--- config.mk ---
export PLATFORM = sky130hd
export DESIGN_NAME = stopwatch_mmss
export DESIGN_NICKNAME = d
export VERILOG_FILES = /design/src/rtl/stopwatch_pkg.sv /design/src/rtl/seg7_decode.sv /design/src/rtl/stopwatch_mmss.sv
export SDC_FILE = /design/constraint.sdc
export NUM_CORES = 1
export LEC_CHECK = 0
export ABC_AREA = 1
export CORE_MARGIN = 5
export CORE_UTILIZATION = 60
export CTS_BUF_LIST = sky130_fd_sc_hd__clkbuf_16
export DETAILED_ROUTE_END_ITERATION = 8
export DONT_BUFFER_PORTS = 1
export PLACE_DENSITY = 0.73
export SETUP_SLACK_MARGIN = 0.05
export SLEW_MARGIN = 30
export SYNTH_ARGS = -nofsm -noshare
export SYNTH_HDL_FRONTEND = slang
export SYNTH_SLANG_ARGS = --single-unit
--- constraint.sdc ---
create_clock -name clk_in -period 1.65 [get_ports clk_in]
set_clock_uncertainty 0.1 [all_clocks]
set_input_delay 0.165 -clock clk_in [delete_from_list [all_inputs] [get_ports clk_in]]
set_output_delay 0.165 -clock clk_in [all_outputs]
set_load 0.01 [all_outputs]
--- src/rtl/stopwatch_pkg.sv ---
// Shared types and constants for the MM:SS stopwatch: FSM state encoding,
// the BCD count layout and the active-low 7-segment lookup table.
package stopwatch_pkg;

    typedef enum logic {
        ST_STOPPED = 1'b0,
        ST_RUNNING = 1'b1
    } state_e;

    // Live count, most significant digit first so the packed value maps
    // directly onto the 16-bit debug bcd output.
    typedef struct packed {
        logic [3:0] min_t;
        logic [3:0] min_o;
        logic [3:0] sec_t;
        logic [3:0] sec_o;
    } bcd_t;

    // Segment bit order is {g,f,e,d,c,b,a}; a 0 lights the segment.
    localparam logic [6:0] SEG_BLANK = 7'b1111111;
    localparam logic [6:0] SEG_ZERO  = 7'b1000000;

    // Indexed by digit value; entries 10..15 are blank.
    localparam logic [15:0][6:0] SEG_TABLE = {
        SEG_BLANK, SEG_BLANK, SEG_BLANK, SEG_BLANK, SEG_BLANK, SEG_BLANK,
        7'b0010000,  // 9
        7'b0000000,  // 8
        7'b1111000,  // 7
        7'b0000010,  // 6
        7'b0010010,  // 5
        7'b0011001,  // 4
        7'b0110000,  // 3
        7'b0100100,  // 2
        7'b1111001,  // 1
        SEG_ZERO     // 0
    };

endpackage

--- src/rtl/seg7_decode.sv ---
// Combinational 4-bit BCD to active-low 7-segment decoder. Values 10..15
// produce a blank digit.
module seg7_decode
    import stopwatch_pkg::*;
(
    input  logic [3:0] bcd_i,
    output logic [6:0] seg_o
);

    assign seg_o = SEG_TABLE[bcd_i];

endmodule

--- src/rtl/stopwatch_mmss.sv ---
// MM:SS BCD stopwatch driven by an asynchronous slow clock. The slow clock
// is synchronised and edge-detected into a one-cycle tick, counted while
// RUNNING, and shown on four registered active-low 7-segment digits.
// Optional feature: define STOPWATCH_LAP_EN to add the lap port and the
// display-hold register.
module stopwatch_mmss
    import stopwatch_pkg::*;
#(
    parameter int SYNC_STAGES = 2,  // synchroniser depth, must be >= 2
    parameter int EDGE_MODE   = 0   // 0: tick on rise, 1: tick on rise and fall
) (
    input  logic        clk_in,
    input  logic        rst_n,
    input  logic        slow_clk,
    input  logic        start_stop,
    input  logic        clear,
`ifdef STOPWATCH_LAP_EN
    input  logic        lap,
`endif
    output logic [15:0] bcd,
    output logic [6:0]  hex0,
    output logic [6:0]  hex1,
    output logic [6:0]  hex2,
    output logic [6:0]  hex3,
    output logic        running,
    output logic        rollover
);

    logic [SYNC_STAGES-1:0] sync_q;
    logic                   edge_q;
    logic                   tick_q;
    logic                   tick_d;
    state_e                 state_q;
    logic                   running_q;
    bcd_t                   count_q;
    bcd_t                   count_d;
    logic                   roll_q;
    logic                   roll_d;
    logic                   count_en;
    logic                   hex_upd;
    logic [3:0][6:0]        seg_w;
    logic [3:0][6:0]        hex_q;

    // The tick is registered so a slow_clk edge reaches tick_q
    // SYNC_STAGES+1 cycles later.
    assign tick_d = (EDGE_MODE != 0) ? (sync_q[SYNC_STAGES-1] ^ edge_q)
                                     : (sync_q[SYNC_STAGES-1] & ~edge_q);

    // Synchroniser chain, previous-level register and registered tick.
    always_ff @(posedge clk_in or negedge rst_n) begin
        if (!rst_n) begin
            sync_q <= '0;
            edge_q <= 1'b0;
            tick_q <= 1'b0;
        end else begin
            // NOTE: non-blocking assignments make every stage sample the
            // pre-edge value of its neighbour, so the chain truly shifts.
            sync_q <= {sync_q[SYNC_STAGES-2:0], slow_clk};
            edge_q <= sync_q[SYNC_STAGES-1];
            tick_q <= tick_d;
        end
    end

    // Start/stop FSM with a registered running flag.
    always_ff @(posedge clk_in or negedge rst_n) begin
        if (!rst_n) begin
            state_q   <= ST_STOPPED;
            running_q <= 1'b0;
        end else if (start_stop) begin
            state_q   <= (state_q == ST_RUNNING) ? ST_STOPPED : ST_RUNNING;
            running_q <= (state_q == ST_STOPPED);
        end
    end

    // A tick counts against the state before any coincident transition.
    assign count_en = tick_q && (state_q == ST_RUNNING);

    // Next count: BCD ripple with per-digit wrap; clear overrides a tick.
    always_comb begin
        // NOTE: defaults first so every path assigns both outputs and no
        // latch is inferred.
        count_d = count_q;
        roll_d  = 1'b0;
        if (clear) begin
            count_d = '0;
        end else if (count_en) begin
            if (count_q.sec_o != 4'd9) begin
                count_d.sec_o = count_q.sec_o + 4'd1;
            end else begin
                count_d.sec_o = 4'd0;
                if (count_q.sec_t != 4'd5) begin
                    count_d.sec_t = count_q.sec_t + 4'd1;
                end else begin
                    count_d.sec_t = 4'd0;
                    if (count_q.min_o != 4'd9) begin
                        count_d.min_o = count_q.min_o + 4'd1;
                    end else begin
                        count_d.min_o = 4'd0;
                        if (count_q.min_t != 4'd5) begin
                            count_d.min_t = count_q.min_t + 4'd1;
                        end else begin
                            count_d.min_t = 4'd0;
                            roll_d        = 1'b1;
                        end
                    end
                end
            end
        end
    end

    // Count and rollover registers.
    always_ff @(posedge clk_in or negedge rst_n) begin
        if (!rst_n) begin
            count_q <= '0;
            roll_q  <= 1'b0;
        end else begin
            count_q <= count_d;
            roll_q  <= roll_d;
        end
    end

`ifdef STOPWATCH_LAP_EN
    logic hold_q;

    // Lap toggles the display hold; clear always releases it.
    always_ff @(posedge clk_in or negedge rst_n) begin
        if (!rst_n) begin
            hold_q <= 1'b0;
        end else if (clear) begin
            hold_q <= 1'b0;
        end else if (lap) begin
            hold_q <= ~hold_q;
        end
    end

    // The lap cycle itself still loads the display, which is what
    // captures the frozen value.
    assign hex_upd = ~hold_q;
`else
    assign hex_upd = 1'b1;
`endif

    // One decoder per digit; index 0 is sec_o.
    for (genvar i = 0; i < 4; i++) begin : g_dec
        seg7_decode u_dec (
            .bcd_i (count_q[i*4 +: 4]),
            .seg_o (seg_w[i])
        );
    end

    // Registered segment outputs, one cycle behind the count.
    always_ff @(posedge clk_in or negedge rst_n) begin
        if (!rst_n) begin
            hex_q <= {4{SEG_ZERO}};
        end else if (hex_upd) begin
            hex_q <= seg_w;
        end
    end

    assign bcd      = count_q;
    assign hex0     = hex_q[0];
    assign hex1     = hex_q[1];
    assign hex2     = hex_q[2];
    assign hex3     = hex_q[3];
    assign running  = running_q;
    assign rollover = roll_q;

endmodule

==> flow_summary.toml, run 1 <==
[timing]
finalCriticalPeriod_ns = 1.50
slew_headroom_pct = 66.1
setup_violations = 0
slew_viol_final = 0
tns_ns = 0
hold_viol = 0
clock.fmax_mhz = 668
tightest_slew_ns = 0.503
fin_hold_ws_ns = 0.0722
fin_crit_sh_pct = 90.7
rsz0062_at_grt = "false"

[setup_path]
worstPathCellList = "buf_4 -> o21ai_0 -> o311ai_0"
worstSetupStartpointType = "flip-flop"
cp_data_required_time_ns = 1.67
crit_family = "compound AO/OA/AOI/OAI gates"
crit_type = "flip-flop to flip-flop"
critPathSlowestCell = "o21ai_0"
critPathBufInv = 1
critPathMaxFanout = 6
cp_data_arrival_time_ns = 1.52
end_kind = "flip-flop"
slowest_delay_ns = 0.42

[min_path]
min_path_type = "input port to flip-flop"

[cells_and_area]
final_cell_mix = "nand2_1, dfrtp_1, o21ai_0"
fin_nets = 326
final_common_cell = "nand2_1"
seq_area_um2 = 1260
drive_gt1_share_pct = 18.5
diodes = 0
multiInputGateArea_um2 = 1110
stdcell_area_um2 = 2890
fillCellCount = 301
synthToLayoutAreaGrowth_pct = 16.4

[power]
p_switching_mw = 1.02
comb_power_share_pct = 19.2
ir_drop_v = 0.000829
switching_share_pct = 31.5
p_per_area_nw_per_um2 = 1120
clkPwrFrac_pct = 30.0
p_leak_nw = 1.49
p_int_mw = 2.22
seq_power_share_pct = 50.9

[run_status]
status = "finished clean"

[cts]
clkSlewWorstSetupHoldPaths_ns = 0.06
root_buffer = "clkbuf_16"
clock_sinks = 50
cts_tree = "built"
clk_path_buf_depth = 2
clock_latency_ns = 0.29
cts_buffers = 5
htreeDepth = 2

[placed_design]
gp_congestion = 0.841
placed_cell_area_um2 = 2650
portBuffers = 0
hpwl_um = 3700

[floorplanning]
rows = 23
die_x_um = 74.4
die_h_um = 74.4
die_area_um2 = 5530
initial_utilization_pct = 62.1
core_um2 = 4000
io_pins = 51

[synthesis]
ys_seq_area_share_pct = 50.6
synth_area_per_cell_um2 = 9.00
syn_inst = 276
synth_nets = 301
ys_ff_latch = 50
synth_cell_type_count = 27
syn-cell-area_um2 = 2480
yosys_warnings = 0

[run]
maxCapViolCount = 0

[route]
drtIter0Drc = 74
routed.top_layer = "met4"
wl_met3_um = 326
viasPerCell = 5.39
drtAntennaViolNets = 0
drtPass1Iterations = 4
dr_wl_met2_um = 2520
drcViolationCount = 0
drt-met1-wl_um = 2270
drt-total-wl_um = 5190
via_count = 1899
wire_per_inst_um = 14.7

[global_route]
gr-total-overflow = 0
grt_usage_pct = 20.3
antenna_found_initial = 0
grt_max_degree = 51
grt_pass1_wl_um = 8600
grt_pass1_vias = 1761
==> layout make-up <==
cell class / instances / share of cell area, %
Inverter: 32 / 4.15
Multi-Input combinational cell: 189 / 38.4
Clock buffer: 5 / 4.33
Timing Repair Buffer: 23 / 7.01
Tap cell: 50 / 2.16
Clock inverter: 3 / 0.433
Sequential cell: 50 / 43.5
==> path summary, 6_finish.rpt <==
path / start / end / depth (start not counted) / slack [ns]
min in group asynchronous: rst_n / bcd[4] / 2 / 0.31
max in group asynchronous: rst_n / hex3[6] / 2 / 0.88
worst max register to register: bcd[1] / hex0[5] / 3 / 0.15
worst min-delay path: clear / bcd[6] / 3 / 0.07
worst max-delay path: bcd[1] / hex0[5] / 3 / 0.15
worst min register to register: sync_q[0] / sync_q[1] / 0 / 0.25
==> worst reg2reg max path: cells and delay by family, from the launching register on <==
kind / cells / cell delay [ns]
DFF: 1 / 0.39
AOI/OAI and AO/OA: 2 / 0.67
buffers and inverters: 1 / 0.17
==> logic make-up after synthesis <==
kind of cell	Yosys count	synth area share (%)
xor gates and xnor gates	2	0.705
adders and majority gates	20	10.1
buffers and inverters	37	5.94
AOI/OAI and AO/OA	42	9.72
DFF	50	50.6
and+or+nand+nor	125	23.0
==> flip-flops by register name, indices dropped and copies added, names as in the netlist <==
name	cells
hex2	7
hex3	7
state_q	1
bcd	16
tick_q	1
hex0	7
hex1	7
rollover	1
sync_q	2
edge_q	1
==> per-stage QoR <==
stage,setup WS [ns],total power [mW],instances,utilization [%]
after global placement,0.129,2.21,338,66.2
after detailed placement,0.0662,2.24,338,66.2
after floorplan,0.106,2.04,276,-
after global routing,0.0512,3.42,352,72.3
after CTS,0.0684,3.24,351,71.3
final,0.153,3.24,352,72.3
==> what timing repair did <==
item / in CTS / in global routing
setup endpoints to repair: 0 / 12
endpoints found under the hold margin: 55 / 0
hold buffers: 5 / 0
resized for setup: 0 / 12
buffers inserted: 0 / 1
==> layer usage <==
layer	vias up	GRT usage, %
li1	936	-
met3	6	6.22
met2	50	32.7
met5	-	0
met1	907	26.5
met4	0	6.52
==> Yosys cell counts <==
cell      number  area [um^2]
xor2_1         2         17.5
nand2_4        3         33.8
nand3_2        1         10.0
o211ai_1       3         22.5
buf_2          4         20.0
buf_4          1         7.51
nor2_4         2         22.5
inv_2          5         18.8
nor3_1         4         20.0
o21ai_1        1         5.00
a21oi_1        4         20.0
a22oi_1        1         7.51
o221ai_1       1         8.76
nand3_4        1         17.5
nand3_1       18         90.1
nand4_1        3         18.8
nand2_2        4         25.0
o311ai_0       1         8.76
inv_1         27          101
nand2_1       67          251
o21ai_0       28          140
dfstp_2        4          105
o22ai_1        2         12.5
dfrtp_1       46         1150
nor2_1        22         82.6
ha_1          20          250
o21ai_4        1         16.3
==> power groups by stage <==
stage	Clock (mW)	Sequential (mW)	Combinational (mW)
floorplan	0	1.65	0.391
global placement	0	1.66	0.549
detailed placement	0	1.67	0.567
CTS	0.981	1.65	0.614
global route	1.04	1.67	0.712
finish	0.970	1.65	0.620
Power figures use the tool's default switching activity.
==> inputs of run 2 (changes only) <==
Settings changed: PLACE_DENSITY 0.73 to 0.76, SYNTH_HIERARCHICAL from default to 1.
==> flow_summary.toml, run 2 <==
[run_status]
status = "finished clean"

[setup_path]
cp_data_required_time_ns = 1.72
cp_data_arrival_time_ns = 1.55
worstSetupStartpointType = "flip-flop"
crit_type = "flip-flop to flip-flop"
critPathMaxFanout = 7
crit_family = "simple AND/OR/NAND/NOR gates"
worstPathCellList = "inv_1 -> ha_1 -> nand2_1 -> nor2_1 -> nand2_1 -> nand2_2 -> nand2_2 -> nand2_1 -> o21ai_1"
end_kind = "flip-flop"
worst_r2r_path_depth = 9
critPathSlowestCell = "dfrtp_1"
crit_path_frequent_cell = "nand2_1"
critPathBufInv = 1
slowest_delay_ns = 0.38
crit_cells = 9

[timing]
slew_viol_final = 0
fin_hold_ws_ns = 0.0226
slew_headroom_pct = 71.1
clock.fmax_mhz = 676
tns_ns = 0
rsz0062_at_grt = "false"
fin_crit_sh_pct = 89.7
finalCriticalPeriod_ns = 1.48
worst_slack_ns = 0.170
setup_violations = 0
hold_viol = 0
tightest_slew_ns = 0.433

[cells_and_area]
diodes = 0
final_cell_mix = "nand2_1, dfrtp_1, inv_1"
fin_nets = 368
utilization_pct = 70.6
final_common_cell = "nand2_1"
fillCellCount = 330
layout.cells.non_filler = 387
drive_gt1_share_pct = 13.4
largest_reg_flops = 16
synthToLayoutAreaGrowth_pct = 15.8
stdcell_area_um2 = 3030

[floorplanning]
rows = 24
die_x_um = 76.1
die_area_um2 = 5790
io_pins = 51
core_um2 = 4290
initial_utilization_pct = 61.0
die_h_um = 76.1

[synthesis]
synth_nets = 342
synth_top_area_share_pct = 44.0
ys_ff_latch = 50
yosysMostFrequentCell = "nand2_1"
synth-edff-count = 0
synth_commonest_cells = "nand2_1, dfrtp_1, inv_1"
ys_seq_area_share_pct = 48.0
ys.flop_type = "dfrtp_1"
syn-cell-area_um2 = 2620
synth_cell_type_count = 22
yosysTopAreaCell = "dfrtp_1"
synth_area_per_cell_um2 = 8.47
ys_top_cells_by_area = "dfrtp_1, nand2_1, ha_1"
syn_inst = 309
yosys_warnings = 6
asyncSetResetFlopFracSynth_pct = 100

[cts]
clock_latency_ns = 0.29
root_buffer = "clkbuf_16"
clk_path_buf_depth = 2
htreeDepth = 2
clkSlewWorstSetupHoldPaths_ns = 0.07
clock_sinks = 50
post_cts_buffers = 0
cts_buffers = 5
cts_tree = "built"

[min_path]
min_path_type = "input port to flip-flop"
hold_depth = 3

[placed_design]
hpwl_um = 3360
gp_congestion = 0.823
placedCellCount = 376
placed_cell_area_um2 = 2800
pre_cts_slack_ns = 0.109
portBuffers = 0

[run]
maxCapViolCount = 0

[route]
via_count = 2015
wire_per_inst_um = 12.7
drtIter0Drc = 111
drt-total-wl_um = 4900
drtPass1Iterations = 5
viasPerCell = 5.21
drcViolationCount = 0
drtAntennaViolNets = 0

[global_route]
antenna_found_initial = 0
met3_usage_pct = 3.43
use_met1_pct = 21.2
grt_pass1_vias = 1879
grt_pass1_wl_um = 8560
grt_most_used_layer = "met2"
grt_max_degree = 51
gr-total-overflow = 0
grt_use_met2_pct = 30.9
grt_usage_pct = 17.8

[power]
finalPower_mw = 3.09
ir_drop_v = 0.000405
p_per_area_nw_per_um2 = 1020
p_leak_nw = 1.69
-- run 2: cell count changes in the layout (fill, tap and decap cells not counted), sizes merged, moves of 2 or more --
cell    delta
o21ai     -18
nand2     +36
o211ai     -3
xnor2      +2
buf        -3
nand3     +14
ha         +8
inv       +13
nor3       -3
a21oi      -3
nor2      -10
-- run 2: timing repair --
action                                  4_1_cts  5_1_grt
endpoints found under the hold margin        52        0
resized for setup                             0        9
endpoints found under the setup margin        0        8
hold buffers                                  4        0
-- run 2: layout make-up --
cell class | instances | area (um^2) | area share (%)
sequential | 50 | 1260 | 41.6
multi-input combinational | 212 | 1200 | 39.6
inverter | 47 | 176 | 5.82
timing repair buffer | 19 | 170 | 5.61
clock buffer | 5 | 125 | 4.13
tap | 52 | 65.1 | 2.15
clock inverter | 2 | 33.8 | 1.11
-- run 2: worst paths after layout --
path | start | to | slack [ns]
max reg2reg | bcd[1] | bcd[9] | 0.17
min in group asynchronous | rst_n | bcd[11] | 0.32
max | bcd[1] | bcd[9] | 0.17
min | clear | rollover | 0.02
max in group asynchronous | rst_n | hex1[6] | 0.86
min reg2reg | sync_q[0] | sync_q[1] | 0.25
-- run 2: worst register-to-register path: cells and delay by family (launching register included) --
| kind | cells | cell delay (ns) |
|---|---|---|
| adders and majority gates | 1 | 0.17 |
| AOI/OAI and AO/OA | 1 | 0.07 |
| buffers and inverters | 1 | 0.08 |
| DFF | 1 | 0.38 |
| and+or+nand+nor | 6 | 0.58 |
-- run 2: power by group --
group	leakage (nW)	switching, mW	internal (mW)
clock	0.0773	0.403	0.701
sequential	0.653	0.139	1.38
combinational	0.964	0.292	0.176
-- run 2: metal layers --
metal / wire length (um) / vias up
li1: - / 1016
met1: 2070 / 931
met2: 2450 / 59
met3: 278 / 9
met4: 102 / 0
met5: 0 / -
-- run 2: cells by family (layout without fill, tap and decap cells) --
| group | Yosys count | count (layout) | share of synthesized area [%] |
|---|---|---|---|
| compound gates | 15 | 15 | 3.97 |
| buf+inv | 47 | 73 | 6.74 |
| simple gates | 162 | 162 | 25.5 |
| fa+ha+maj | 28 | 28 | 13.4 |
| flops | 50 | 50 | 48.0 |
| mux | 2 | 2 | 0.812 |
| xor+xnor | 5 | 5 | 1.67 |
==> inputs of run 3 (changes only) <==
Settings changed: GPL_TIMING_DRIVEN from default to 0.
==> flow_summary.toml, run 3 (same netlist as run 2, synthesis figures left out) <==
[cts]
cts_buffers = 5
root_buffer = "clkbuf_16"
clock_sinks = 50
htreeDepth = 2
clock_latency_ns = 0.29
cts_tree = "built"
clk_path_buf_depth = 2
clkSlewWorstSetupHoldPaths_ns = 0.06

[timing]
slew_headroom_pct = 66.4
setup_violations = 0
fin_crit_sh_pct = 95.6
clock.fmax_mhz = 634
tightest_slew_ns = 0.505
worst_slack_ns = 0.0730
slew_viol_final = 0
tns_ns = 0
rsz0062_at_grt = "true"
finalCriticalPeriod_ns = 1.58
hold_viol = 0

[route]
drtAntennaViolNets = 0
drt-total-wl_um = 5140
drtPass1Iterations = 4
wire_per_inst_um = 13.4
viasPerCell = 5.21
drcViolationCount = 0
via_count = 1992
drtIter0Drc = 89

[floorplanning]
die_h_um = 76.1
rows = 24
io_pins = 51
core_um2 = 4290
die_x_um = 76.1
initial_utilization_pct = 61.0
die_area_um2 = 5790

[global_route]
grt_pass1_vias = 1816
grt_max_degree = 51
antenna_found_initial = 0
grt_usage_pct = 17.2
grt_pass1_wl_um = 8370
gr-total-overflow = 0

[cells_and_area]
final_common_cell = "nand2_1"
synthToLayoutAreaGrowth_pct = 17.6
fillCellCount = 327
drive_gt1_share_pct = 17.3
largest_reg_flops = 16
fin_nets = 362
diodes = 0
final_cell_mix = "nand2_1, inv_1, dfrtp_1"

[placed_design]
portBuffers = 0
pre_cts_slack_ns = -0.118
gp_congestion = 0.826
hpwl_um = 3230

[setup_path]
end_kind = "flip-flop"
worstPathCellList = "inv_2 -> ha_4 -> nand2_4 -> o21ai_4 -> buf_6 -> nand2_4 -> nand2_1 -> o21ai_0"
worstSetupStartpointType = "flip-flop"
critPathMaxFanout = 7
crit_type = "flip-flop to flip-flop"
critPathSlowestCell = "dfrtp_2"
cp_data_arrival_time_ns = 1.64
cp_data_required_time_ns = 1.71
crit_path_frequent_cell = "nand2_4"
slowest_delay_ns = 0.48

[run_status]
status = "finished clean"

[power]
p_per_area_nw_per_um2 = 1010
p_leak_nw = 1.68
ir_drop_v = 0.000430

[min_path]
min_path_type = "input port to flip-flop"

[run]
maxCapViolCount = 0
[run 3: changes by cell type in the layout (fill, tap and decap cells not counted), moves of 3 or more]
cell and delta:
buf_4 -13, dfrtp_1 -8, nand2_4 +3, nand2_1 -7
nand2_2 +4, dfrtp_2 +8
[run 3: per-layer routing]
metal / part of all wire (%) / global-route usage [%]
met1: 40 / 20.9
met4: 1.2 / 5.24
met3: 6.2 / 5.32
met2: 52 / 29.2
met5: 0 / 0
[run 3: path summary, 6_finish.rpt]
path / cells after the start / endpoint / slack, ns / startpoint
max: 8 / bcd[10] / 0.07 / bcd[5]
min: 5 / bcd[15] / 0.01 / clear
max reg2reg: 8 / bcd[10] / 0.07 / bcd[5]
min reg2reg: 0 / sync_q[1] / 0.27 / sync_q[0]
max in group asynchronous: 2 / hex3[6] / 0.87 / rst_n
min in group asynchronous: 2 / hex1[2] / 0.31 / rst_n
[run 3: repair_timing]
action | 4_1_cts | 5_1_grt
setup buffers | 2 | 6
pin swaps | 0 | 7
setup endpoints to repair | 11 | 13
hold buffers | 4 | 1
gates resized for setup | 11 | 27
hold endpoints to repair | 53 | 1
[run 3: per-stage QoR]
stage / instance area [um^2] / total power, mW / hold slack [ns] / utilization, % / cells
2_1_floorplan: 2620 / 1.83 / -0.231 / - / 309
3_3_place_gp: 2680 / 1.90 / -0.229 / 62.5 / 361
3_5_place_dp: 2680 / 1.92 / -0.229 / 62.5 / 361
4_1_cts: 2940 / 3.09 / -0.0237 / 68.4 / 375
5_1_grt: 3080 / 3.30 / 0.0419 / 71.7 / 382
6_report: 3080 / 3.11 / 0.0107 / 71.7 / 382
[run 3: report_power, final]
part / total (mW) / switching, mW / internal, mW
clock: 1.12 / 0.414 / 0.704
combinational: 0.427 / 0.257 / 0.170
sequential: 1.57 / 0.191 / 1.38
total: 3.11 / 0.861 / 2.25
[run 3: worst max-delay path: cells and delay by family, from the launching register on]
kind,cells,cell delay [ns]
and+or+nand+nor,3,0.19
adders and majority gates,1,0.14
DFF,1,0.48
buffers and inverters,2,0.25
AOI/OAI and AO/OA,2,0.30
[run 3: area by class of cell]
class                   count  area, um^2  area share [%]
multi-input cells         212        1280            41.5
clock inverters             3        37.5            1.22
well taps                  52        65.1            2.11
clock buffers               5         125            4.06
flip-flops and latches     50        1270            41.2
repair buffers             13         129            4.18
inverters                  47         176            5.73
